<file path="src/rtl/puf_key_gen_if.sv">
// Bundle of the key-generation request, PUF challenge/response and key-delivery signals.
// The bench drives the master side; puf_key_gen sits on the slave side.
interface puf_key_gen_if #(
    parameter int KEY_W = 128,
    parameter int CH_W  = 7
);
    logic             start;
    logic             puf_resp;
    logic             puf_resp_valid;
    logic [CH_W-1:0]  challenge;
    logic             challenge_req;
    logic [KEY_W-1:0] key_out;
    logic             key_valid;
    logic             busy;
    logic [7:0]       unstable_cnt;

    modport master (
        output start, puf_resp, puf_resp_valid,
        input  challenge, challenge_req, key_out, key_valid, busy, unstable_cnt
    );

    modport slave (
        input  start, puf_resp, puf_resp_valid,
        output challenge, challenge_req, key_out, key_valid, busy, unstable_cnt
    );
endinterface

</file>
<file path="src/rtl/puf_key_gen.sv">
// PUF response conditioner: majority-votes VOTES raw samples per challenge into one key bit
// and assembles a KEY_W-bit key, counting non-unanimous bits as a reliability indicator.
module puf_key_gen #(
    parameter int KEY_W = 128,
    parameter int VOTES = 5,
    parameter int CH_W  = 7
) (
    input  logic         clk,
    input  logic         reset,
    puf_key_gen_if.slave bus
);
    typedef enum logic [1:0] {IDLE, SAMPLE, VOTE, DONE} state_t;

    localparam logic [3:0]      VOTES_M1  = 4'(VOTES - 1);
    localparam logic [3:0]      VOTES_ALL = 4'(VOTES);
    localparam logic [3:0]      MAJORITY  = 4'((VOTES + 1) / 2);
    localparam logic [CH_W-1:0] LAST_CH   = CH_W'(KEY_W - 1);
    localparam logic [CH_W-1:0] CH_ONE    = CH_W'(1);

    state_t           state_r;
    logic [3:0]       sample_cnt_r;
    logic [3:0]       ones_cnt_r;
    logic [CH_W-1:0]  challenge_r;
    logic             challenge_req_r;
    logic [KEY_W-1:0] key_r;
    logic             key_valid_r;
    logic             busy_r;
    logic [7:0]       unstable_r;

    function automatic logic majority_bit(input logic [3:0] ones);
        return (ones >= MAJORITY);
    endfunction

    function automatic logic vote_split(input logic [3:0] ones);
        return (ones != 4'd0) && (ones != VOTES_ALL);
    endfunction

    // Key-generation FSM with all outputs registered.
    always_ff @(posedge clk) begin
        if (reset) begin
            state_r         <= IDLE;
            sample_cnt_r    <= 4'd0;
            ones_cnt_r      <= 4'd0;
            challenge_r     <= '0;
            challenge_req_r <= 1'b0;
            key_r           <= '0;
            key_valid_r     <= 1'b0;
            busy_r          <= 1'b0;
            unstable_r      <= 8'd0;
        end else begin
            case (state_r)
                IDLE, DONE: begin
                    if (bus.start) begin
                        state_r         <= SAMPLE;
                        sample_cnt_r    <= 4'd0;
                        ones_cnt_r      <= 4'd0;
                        challenge_r     <= '0;
                        challenge_req_r <= 1'b1;
                        key_r           <= '0;
                        key_valid_r     <= 1'b0;
                        busy_r          <= 1'b1;
                        unstable_r      <= 8'd0;
                    end
                end
                SAMPLE: begin
                    if (bus.puf_resp_valid) begin
                        ones_cnt_r   <= ones_cnt_r + {3'b000, bus.puf_resp};
                        sample_cnt_r <= sample_cnt_r + 4'd1;
                        if (sample_cnt_r == VOTES_M1) begin
                            state_r         <= VOTE;
                            challenge_req_r <= 1'b0;
                        end
                    end
                end
                VOTE: begin
                    key_r[challenge_r] <= majority_bit(ones_cnt_r);
                    // Saturate rather than wrap so a very noisy PUF never looks healthy.
                    if (vote_split(ones_cnt_r) && (unstable_r != 8'hFF)) begin
                        unstable_r <= unstable_r + 8'd1;
                    end
                    sample_cnt_r <= 4'd0;
                    ones_cnt_r   <= 4'd0;
                    if (challenge_r == LAST_CH) begin
                        state_r     <= DONE;
                        busy_r      <= 1'b0;
                        key_valid_r <= 1'b1;
                    end else begin
                        state_r         <= SAMPLE;
                        challenge_r     <= challenge_r + CH_ONE;
                        challenge_req_r <= 1'b1;
                    end
                end
                default: begin
                    state_r         <= IDLE;
                    challenge_req_r <= 1'b0;
                    busy_r          <= 1'b0;
                    key_valid_r     <= 1'b0;
                end
            endcase
        end
    end

    assign bus.challenge     = challenge_r;
    assign bus.challenge_req = challenge_req_r;
    assign bus.key_out       = key_r;
    assign bus.key_valid     = key_valid_r;
    assign bus.busy          = busy_r;
    assign bus.unstable_cnt  = unstable_r;
endmodule
</file>
<file path="src/flat_wrapper.sv">
// flat-port wrapper written by rule: the top's interface ports become plain ports
module puf_key_gen_flat 
#(
    parameter int KEY_W = 128,
    parameter int VOTES = 5,
    parameter int CH_W  = 7
)
  (clk, reset, bus_start, bus_puf_resp, bus_puf_resp_valid, bus_challenge, bus_challenge_req, bus_key_out, bus_key_valid, bus_busy, bus_unstable_cnt);
  puf_key_gen_if #(.KEY_W(KEY_W), .CH_W(CH_W)) bus_i ();
  input  logic clk;
  input  logic reset;
  input wire logic [$bits(bus_i.start)-1:0] bus_start;
  input wire logic [$bits(bus_i.puf_resp)-1:0] bus_puf_resp;
  input wire logic [$bits(bus_i.puf_resp_valid)-1:0] bus_puf_resp_valid;
  output wire logic [$bits(bus_i.challenge)-1:0] bus_challenge;
  output wire logic [$bits(bus_i.challenge_req)-1:0] bus_challenge_req;
  output wire logic [$bits(bus_i.key_out)-1:0] bus_key_out;
  output wire logic [$bits(bus_i.key_valid)-1:0] bus_key_valid;
  output wire logic [$bits(bus_i.busy)-1:0] bus_busy;
  output wire logic [$bits(bus_i.unstable_cnt)-1:0] bus_unstable_cnt;
  assign bus_i.start = bus_start;
  assign bus_i.puf_resp = bus_puf_resp;
  assign bus_i.puf_resp_valid = bus_puf_resp_valid;
  assign bus_challenge = bus_i.challenge;
  assign bus_challenge_req = bus_i.challenge_req;
  assign bus_key_out = bus_i.key_out;
  assign bus_key_valid = bus_i.key_valid;
  assign bus_busy = bus_i.busy;
  assign bus_unstable_cnt = bus_i.unstable_cnt;
  puf_key_gen #(.KEY_W(KEY_W), .VOTES(VOTES), .CH_W(CH_W)) u_core (.clk(clk), .reset(reset), .bus(bus_i));
endmodule
</file>
<file path="config.mk">
export PLATFORM = sky130hd
export DESIGN_NAME = puf_key_gen_flat
export DESIGN_NICKNAME = d
export VERILOG_FILES = /design/src/rtl/puf_key_gen_if.sv /design/src/rtl/puf_key_gen.sv /design/src/flat_wrapper.sv
export SDC_FILE = /design/constraint.sdc
export NUM_CORES = 1
export LEC_CHECK = 0
export ABC_AREA = 1
export CAP_MARGIN = 15
export CELL_PAD_IN_SITES_DETAIL_PLACEMENT = 0
export CELL_PAD_IN_SITES_GLOBAL_PLACEMENT = 2
export CORE_UTILIZATION = 28
export CTS_CLUSTER_DIAMETER = 120
export DETAILED_ROUTE_END_ITERATION = 10
export MAX_ROUTING_LAYER = met4
export PLACE_DENSITY_LB_ADDON = 0.1
export SLEW_MARGIN = 0
export SYNTH_ARGS = -nofsm -noshare
export SYNTH_HDL_FRONTEND = slang
export SYNTH_SLANG_ARGS = --single-unit
</file>
<file path="constraint.sdc">
create_clock -name clk -period 2.1 [get_ports clk]
set_clock_uncertainty 0.15 [all_clocks]
set_input_delay 0.42 -clock clk [delete_from_list [all_inputs] [get_ports clk]]
set_output_delay 0.42 -clock clk [all_outputs]
set_load 0.01 [all_outputs]
</file>
==> flow_metrics.py, run 1 <==
metrics = {
    "worst_setup_path": {
        "crit_path_start_kind": "flop",
        "slowest_delay_ns": 0.61,
        "path_delay_family": "buffers and inverters",
        "crit_slowest_cell": "clkdlybuf4s50_1",
        "crit_arrival_ns": 1.44,
        "setup.worst_path.end_class": "output pin",
        "crit_type": "flop to output pin",
        "cp_cell_sequence": "clkdlybuf4s50_1",
        "required_ns": 1.53,
        "critPathMaxFanout": 5,
        "critical_path_buf_inv_count": 1,
    },
    "timing": {
        "timing.final.crit_period_ns": 2.01,
        "setup_viol": 0,
        "hold_slack_ns": 0.309,
        "rsz0062_at_grt": "no",
        "hold_violations": 0,
        "period_share_pct": 95.6,
        "finalMaxSlewViolations": 0,
        "fmax_mhz": 498,
        "relSlewSlack_pct": 69.0,
        "worst_pin_slew_ns": 0.463,
    },
    "floorplan": {
        "die_h_um": 165,
        "start_util_pct": 28.5,
        "die_w_um": 165,
        "io_pins": 151,
        "dieArea_sq_mm": 0.0272,
        "core_area_sq_mm": 0.0261,
        "row_count": 59,
    },
    "grt": {
        "grt_overflow_total": 0,
        "grt_start_max_net_pins": 66,
        "grt_use_total_pct": 20.4,
        "grt_pass1_vias": 7061,
        "grt_pass1_wl_um": 40900,
        "grt_antenna_before_repair": 0,
    },
    "power": {
        "leakage_nw": 3.82,
        "pwr-share-comb_pct": 24.6,
        "p_int_w": 0.00532,
        "power_switching_w": 0.00274,
        "ir_drop_v": 0.000422,
        "seq_power_share_pct": 37.6,
        "powerDensity_mw_per_mm2": 772,
        "netSwitchingFraction_pct": 34.0,
        "pwr-share-clk_pct": 37.8,
    },
    "drt": {
        "drt-total-wl_um": 26800,
        "vias": 7676,
        "ant_nets": 0,
        "wl_per_cell_um": 16.3,
        "drt_iter0_drc": 487,
        "avgViaCountPerCell": 4.66,
        "drcViolationCount": 0,
        "first_pass_iters": 7,
    },
    "status": {
        "status": "complete, no violations",
    },
    "place": {
        "placed_area_sq_mm": 0.00972,
        "place_hpwl_um": 18400,
        "gp_congestion": 0.803,
        "port-buffer-count": 150,
    },
    "layout": {
        "layout-drive-gt1-share_pct": 10.2,
        "layout_commonest_cell": "nand2_1",
        "fin_area_sq_mm": 0.0104,
        "nets": 1313,
        "multi_input_area_sq_mm": 0.00378,
        "insertedDiodeCount": 0,
        "syn_to_final_growth_pct": 40.5,
        "n_fill_cell": 2761,
        "final_cell_mix": "308 x nand2_1, 154 x dfxtp_1, 149 x clkdlybuf4s50_1",
        "seqCellArea_sq_mm": 0.00313,
    },
    "cts": {
        "cts_tree": "built",
        "clockRootBuffer": "clkbuf_16",
        "cts_buffers": 17,
        "ctsLongestPathBuffers": 2,
        "clk_pin_slew_ns": 0.07,
        "cts.sinks": 156,
        "post_cts_buffers": 0,
        "htreeDepth": 4,
        "ctsHoldBuffers": 0,
        "insertion_delay_ns": 0.43,
    },
    "logic_synthesis": {
        "synth_nets": 1135,
        "synth_warnings": 0,
        "syn-cell-area_sq_mm": 0.00743,
        "syn_avg_cell_area_sq_um": 6.63,
        "postSynth.asyncResetShare_pct": 0,
        "ys.flop_type": "dfxtp_1",
        "synth-seq-area-share_pct": 42.0,
        "ys_ff_latch": 156,
        "syn_inst": 1121,
        "synth_area_leaders": "dfxtp_1 42%, nand2_1 16%, nor2_1 6.6%",
        "synth_area_leader_cell": "dfxtp_1",
        "synth_top_area_share_pct": 42.0,
        "synth_edf_count": 0,
        "yosys.cell_types.count": 28,
    },
    "run": {
        "maxCapViolations": 0,
    },
    "min_path": {
        "hp-class": "flop to flop",
    },
}
## flip-flops by register name, summed over array words and instances, names as in the netlist
signal and count:
u_core.bus.busy 1, u_core.bus.challenge 7, u_core.bus.challenge_req 1, u_core.bus.key_out 128
u_core.bus.key_valid 1, u_core.bus.unstable_cnt 8, u_core.ones_cnt_r 4, u_core.sample_cnt_r 4
u_core.state_r 2
## per-stage QoR
| stage | TNS [ns] | setup WS (ns) | power [W] | instances | util, % |
|---|---|---|---|---|---|
| 2_1_floorplan | 0 | 0.158 | 0.00420 | 1121 | - |
| 3_3_place_gp | -8.39 | -0.126 | 0.00486 | 1612 | 37.3 |
| 3_5_place_dp | -8.96 | -0.146 | 0.00485 | 1612 | 37.3 |
| 4_1_cts | 0 | 0.00547 | 0.00792 | 1644 | 39.5 |
| 5_1_grt | 0 | 0.0137 | 0.00844 | 1647 | 40.1 |
| 6_report | 0 | 0.0925 | 0.00807 | 1647 | 40.1 |
## layout make-up
| cell class | count | share of cell area, % |
|---|---|---|
| repair buffers | 228 | 22.0 |
| clock buffers | 18 | 4.21 |
| inverters | 65 | 2.41 |
| clock inverters | 14 | 1.23 |
| multi-input cells | 831 | 36.2 |
| flip-flops and latches | 156 | 29.9 |
| well taps | 335 | 4.01 |
## cells in the mapped netlist, types with 3 or more instances
| master | instances |
|---|---|
| a21oi_1 | 90 |
| buf_1 | 4 |
| buf_2 | 18 |
| buf_6 | 9 |
| clkbuf_1 | 37 |
| dfxtp_1 | 156 |
| ha_1 | 9 |
| inv_1 | 62 |
| nand2_1 | 315 |
| nand2_2 | 3 |
| nand3_1 | 77 |
| nor2_1 | 131 |
| nor3_1 | 76 |
| o21ai_0 | 63 |
| o21ai_1 | 54 |
## final timing paths
kind / from / endpoint / slack, ns / cells past startpoint
setup / recovery: u_core.bus.challenge[6] / bus_challenge[6] / 0.09 / 1
hold / removal: u_core.bus.key_out[108] / u_core.bus.key_out[108] / 0.31 / 2
setup reg to reg: u_core.state_r[0] / u_core.bus.key_out[98] / 0.15 / 12
hold reg to reg: u_core.bus.key_out[108] / u_core.bus.key_out[108] / 0.31 / 2
## per-layer routing
layer | routed length (um) | vias up | global-route usage, %
li1 | - | 4023 | -
met1 | 13200 | 3481 | 28.3
met2 | 12200 | 155 | 31.1
met3 | 1140 | 17 | 3.04
met4 | 242 | 0 | 4.63
met5 | 0 | - | -
## power by group through the flow
stage                     logic (W)  clock network (W)  registers, W
after floorplan             0.00110                  0       0.00310
after global placement      0.00176                  0       0.00310
after detailed placement    0.00175                  0       0.00310
after CTS                   0.00176            0.00313       0.00303
after global routing        0.00217            0.00324       0.00304
final                       0.00198            0.00305       0.00303
## cells by family after synthesis
family          Yosys count  synth area share (%)
flops                   156                  42.0
xor+xnor                  3                 0.354
compound gates          211                  14.4
simple gates            607                  33.6
buf+inv                 135                  8.17
fa+ha+maj                 9                  1.52
## what timing repair did
item	in CTS	in global routing
endpoints found under the setup margin	0	134
resized for setup	0	27
endpoints found under the hold margin	0	0
No activity file was read; power rests on OpenSTA's default activity.
==> run 2: changes to the inputs <==
--- a/config.mk
+++ b/config.mk
@@ -6,7 +6,6 @@
 export NUM_CORES = 1
 export LEC_CHECK = 0
 export ABC_AREA = 1
-export CAP_MARGIN = 15
 export CELL_PAD_IN_SITES_DETAIL_PLACEMENT = 0
 export CELL_PAD_IN_SITES_GLOBAL_PLACEMENT = 2
 export CORE_UTILIZATION = 28
@@ -14,6 +13,7 @@
 export DETAILED_ROUTE_END_ITERATION = 10
 export MAX_ROUTING_LAYER = met4
 export PLACE_DENSITY_LB_ADDON = 0.1
+export SETUP_SLACK_MARGIN = 0.4
 export SLEW_MARGIN = 0
 export SYNTH_ARGS = -nofsm -noshare
 export SYNTH_HDL_FRONTEND = slang
==> flow_metrics.py, run 2 (synthesis results as in run 1) <==
metrics = {
    "power": {
        "netSwitchingFraction_pct": 34.0,
        "pwr-share-clk_pct": 29.3,
        "p_int_w": 0.00735,
        "leakage_nw": 5.37,
        "seq_power_share_pct": 27.2,
        "ir_drop_v": 0.000617,
        "power_w": 0.0111,
        "powerDensity_mw_per_mm2": 873,
        "pwr-share-comb_pct": 43.4,
        "power_switching_w": 0.00378,
    },
    "cts": {
        "cts_buffers": 17,
        "cts_tree": "built",
        "insertion_delay_ns": 0.43,
        "cts.sinks": 156,
        "clockRootBuffer": "clkbuf_16",
        "clk_pin_slew_ns": 0.08,
        "ctsHoldBuffers": 0,
        "htreeDepth": 4,
        "ctsLongestPathBuffers": 2,
    },
    "grt": {
        "grt_overflow_total": 0,
        "grt_pass1_wl_um": 46600,
        "grt_start_max_net_pins": 63,
        "grt_use_total_pct": 23.7,
        "grt_pass1_vias": 7896,
        "grt_antenna_before_repair": 0,
    },
    "worst_setup_path": {
        "startpoint": "u_core.state_r[0]",
        "setup.worst_path.end_class": "flop",
        "critPathMaxFanout": 7,
        "path_delay_family": "buffers and inverters",
        "reg2reg_from": "u_core.state_r[0]",
        "slowest_delay_ns": 0.33,
        "critical_path_buf_inv_count": 6,
        "cp_cell_sequence": "inv_2, ha_4, inv_4, nand2_4, nand2_8, inv_12, nand2_8, buf_12, buf_12, buf_16, nand2_4, o21ai_2, nand2_1, nor2_1",
        "crit_path_start_kind": "flop",
        "crit_slowest_cell": "dfxtp_2",
        "crit_arrival_ns": 2.14,
        "crit_type": "flop to flop",
        "required_ns": 2.28,
    },
    "timing": {
        "timing.final.crit_period_ns": 1.96,
        "relSlewSlack_pct": 66.4,
        "worst_pin_slew_ns": 0.501,
        "setup-tns-final_ns": 0,
        "fmax_mhz": 511,
        "hold_violations": 0,
        "setup_viol": 0,
        "period_share_pct": 93.2,
        "rsz0062_at_grt": "yes",
        "finalMaxSlewViolations": 0,
    },
    "drt": {
        "wl_met3_um": 1450,
        "drt-total-wl_um": 30400,
        "routed.top_layer": "met4",
        "wl_met1_um": 14000,
        "avgViaCountPerCell": 4.86,
        "drt_iter0_drc": 453,
        "met2_length_um": 14600,
        "vias": 8313,
        "ant_nets": 0,
        "first_pass_iters": 5,
        "drcViolationCount": 0,
        "wl_per_cell_um": 17.8,
    },
    "floorplan": {
        "row_count": 59,
        "core_area_sq_mm": 0.0261,
        "dieArea_sq_mm": 0.0272,
        "io_pins": 151,
        "start_util_pct": 28.5,
        "die_w_um": 165,
        "die_h_um": 165,
    },
    "place": {
        "port-buffer-count": 150,
        "place_hpwl_um": 18300,
        "gp_congestion": 0.798,
        "placed_area_sq_mm": 0.00984,
    },
    "min_path": {
        "hp-class": "flop to flop",
        "holdCritStartpoint": "u_core.bus.key_out[110]",
    },
    "layout": {
        "syn_to_final_growth_pct": 71.6,
        "nets": 1378,
        "post-route-util_pct": 48.9,
        "multi_input_area_sq_mm": 0.00484,
        "fin_area_sq_mm": 0.0128,
        "seqCellArea_sq_mm": 0.00317,
        "largest_reg_flops": 128,
        "layout_commonest_cell": "nand2_1",
        "final_cell_mix": "220 x nand2_1, 126 x dfxtp_1, 115 x nor2_1",
        "layout-drive-gt1-share_pct": 33.7,
        "insertedDiodeCount": 0,
        "n_fill_cell": 2612,
    },
    "status": {
        "status": "complete, no violations",
    },
    "run": {
        "maxCapViolations": 0,
    },
}
-- run 2: changes by cell type in the layout (fill, tap and decap cells not counted), moves of 23 or more --
cell and change:
buf_16 +29, dlygate4sd2_1 +103, nand2_1 -88, o21ai_2 +37, nand2_2 +54, nor3_2 +25, nand2_4 +28, nor3_1 -27
clkdlybuf4s50_1 -145, dfxtp_2 +23, dfxtp_1 -28, o21ai_0 -39, nand3_1 -25, clkdlybuf4s15_1 +28
-- run 2: area by class of cell --
class | count | share of cell area [%]
clock buffers | 17 | 3.34
clock inverters | 15 | 1.42
inverters | 65 | 2.17
multi-input cells | 831 | 37.9
flip-flops and latches | 156 | 24.9
well taps | 335 | 3.29
repair buffers | 293 | 27.0
-- run 2: through the flow --
stage          setup WS, ns  hold slack (ns)  instances
2_1_floorplan         0.318            0.314       1121
3_3_place_gp        -0.0864            0.302       1615
3_5_place_dp         -0.120            0.302       1615
4_1_cts               0.163            0.308       1702
5_1_grt              0.0568            0.327       1712
6_report              0.142            0.307       1712
-- run 2: repair_timing --
action                                  in CTS  in global routing
gates resized for setup                    396                225
pin swaps                                   45                 46
gates cloned                                30                  4
endpoints found under the setup margin     293                208
setup buffers                               25                  6
-- run 2: routing by layer --
layer / vias up / track usage, %
met5: - / -
met3: 20 / 5.07
li1: 4194 / -
met1: 3917 / 30.8
met2: 182 / 37.5
met4: 0 / 5.25
-- run 2: power groups by stage --
stage | Sequential, W | Clock [W] | Combinational (W)
5_1_grt | 0.00304 | 0.00349 | 0.00507
2_1_floorplan | 0.00311 | 0 | 0.00122
3_5_place_dp | 0.00311 | 0 | 0.00180
4_1_cts | 0.00304 | 0.00335 | 0.00437
6_report | 0.00303 | 0.00327 | 0.00483
3_3_place_gp | 0.00311 | 0 | 0.00180
-- run 2: worst min-delay path: cells and delay by family (launching register included) --
family / cells / cell delay [ns]
compound gates: 1 / 0.05
flops: 1 / 0.31
simple gates: 1 / 0.06
-- run 2: path summary, 6_finish.rpt --
check,end,slack (ns),cells past startpoint
max,u_core.bus.key_out[115],0.14,14
min,u_core.bus.key_out[110],0.31,2
max reg2reg,u_core.bus.key_out[115],0.14,14
min reg2reg,u_core.bus.key_out[110],0.31,2
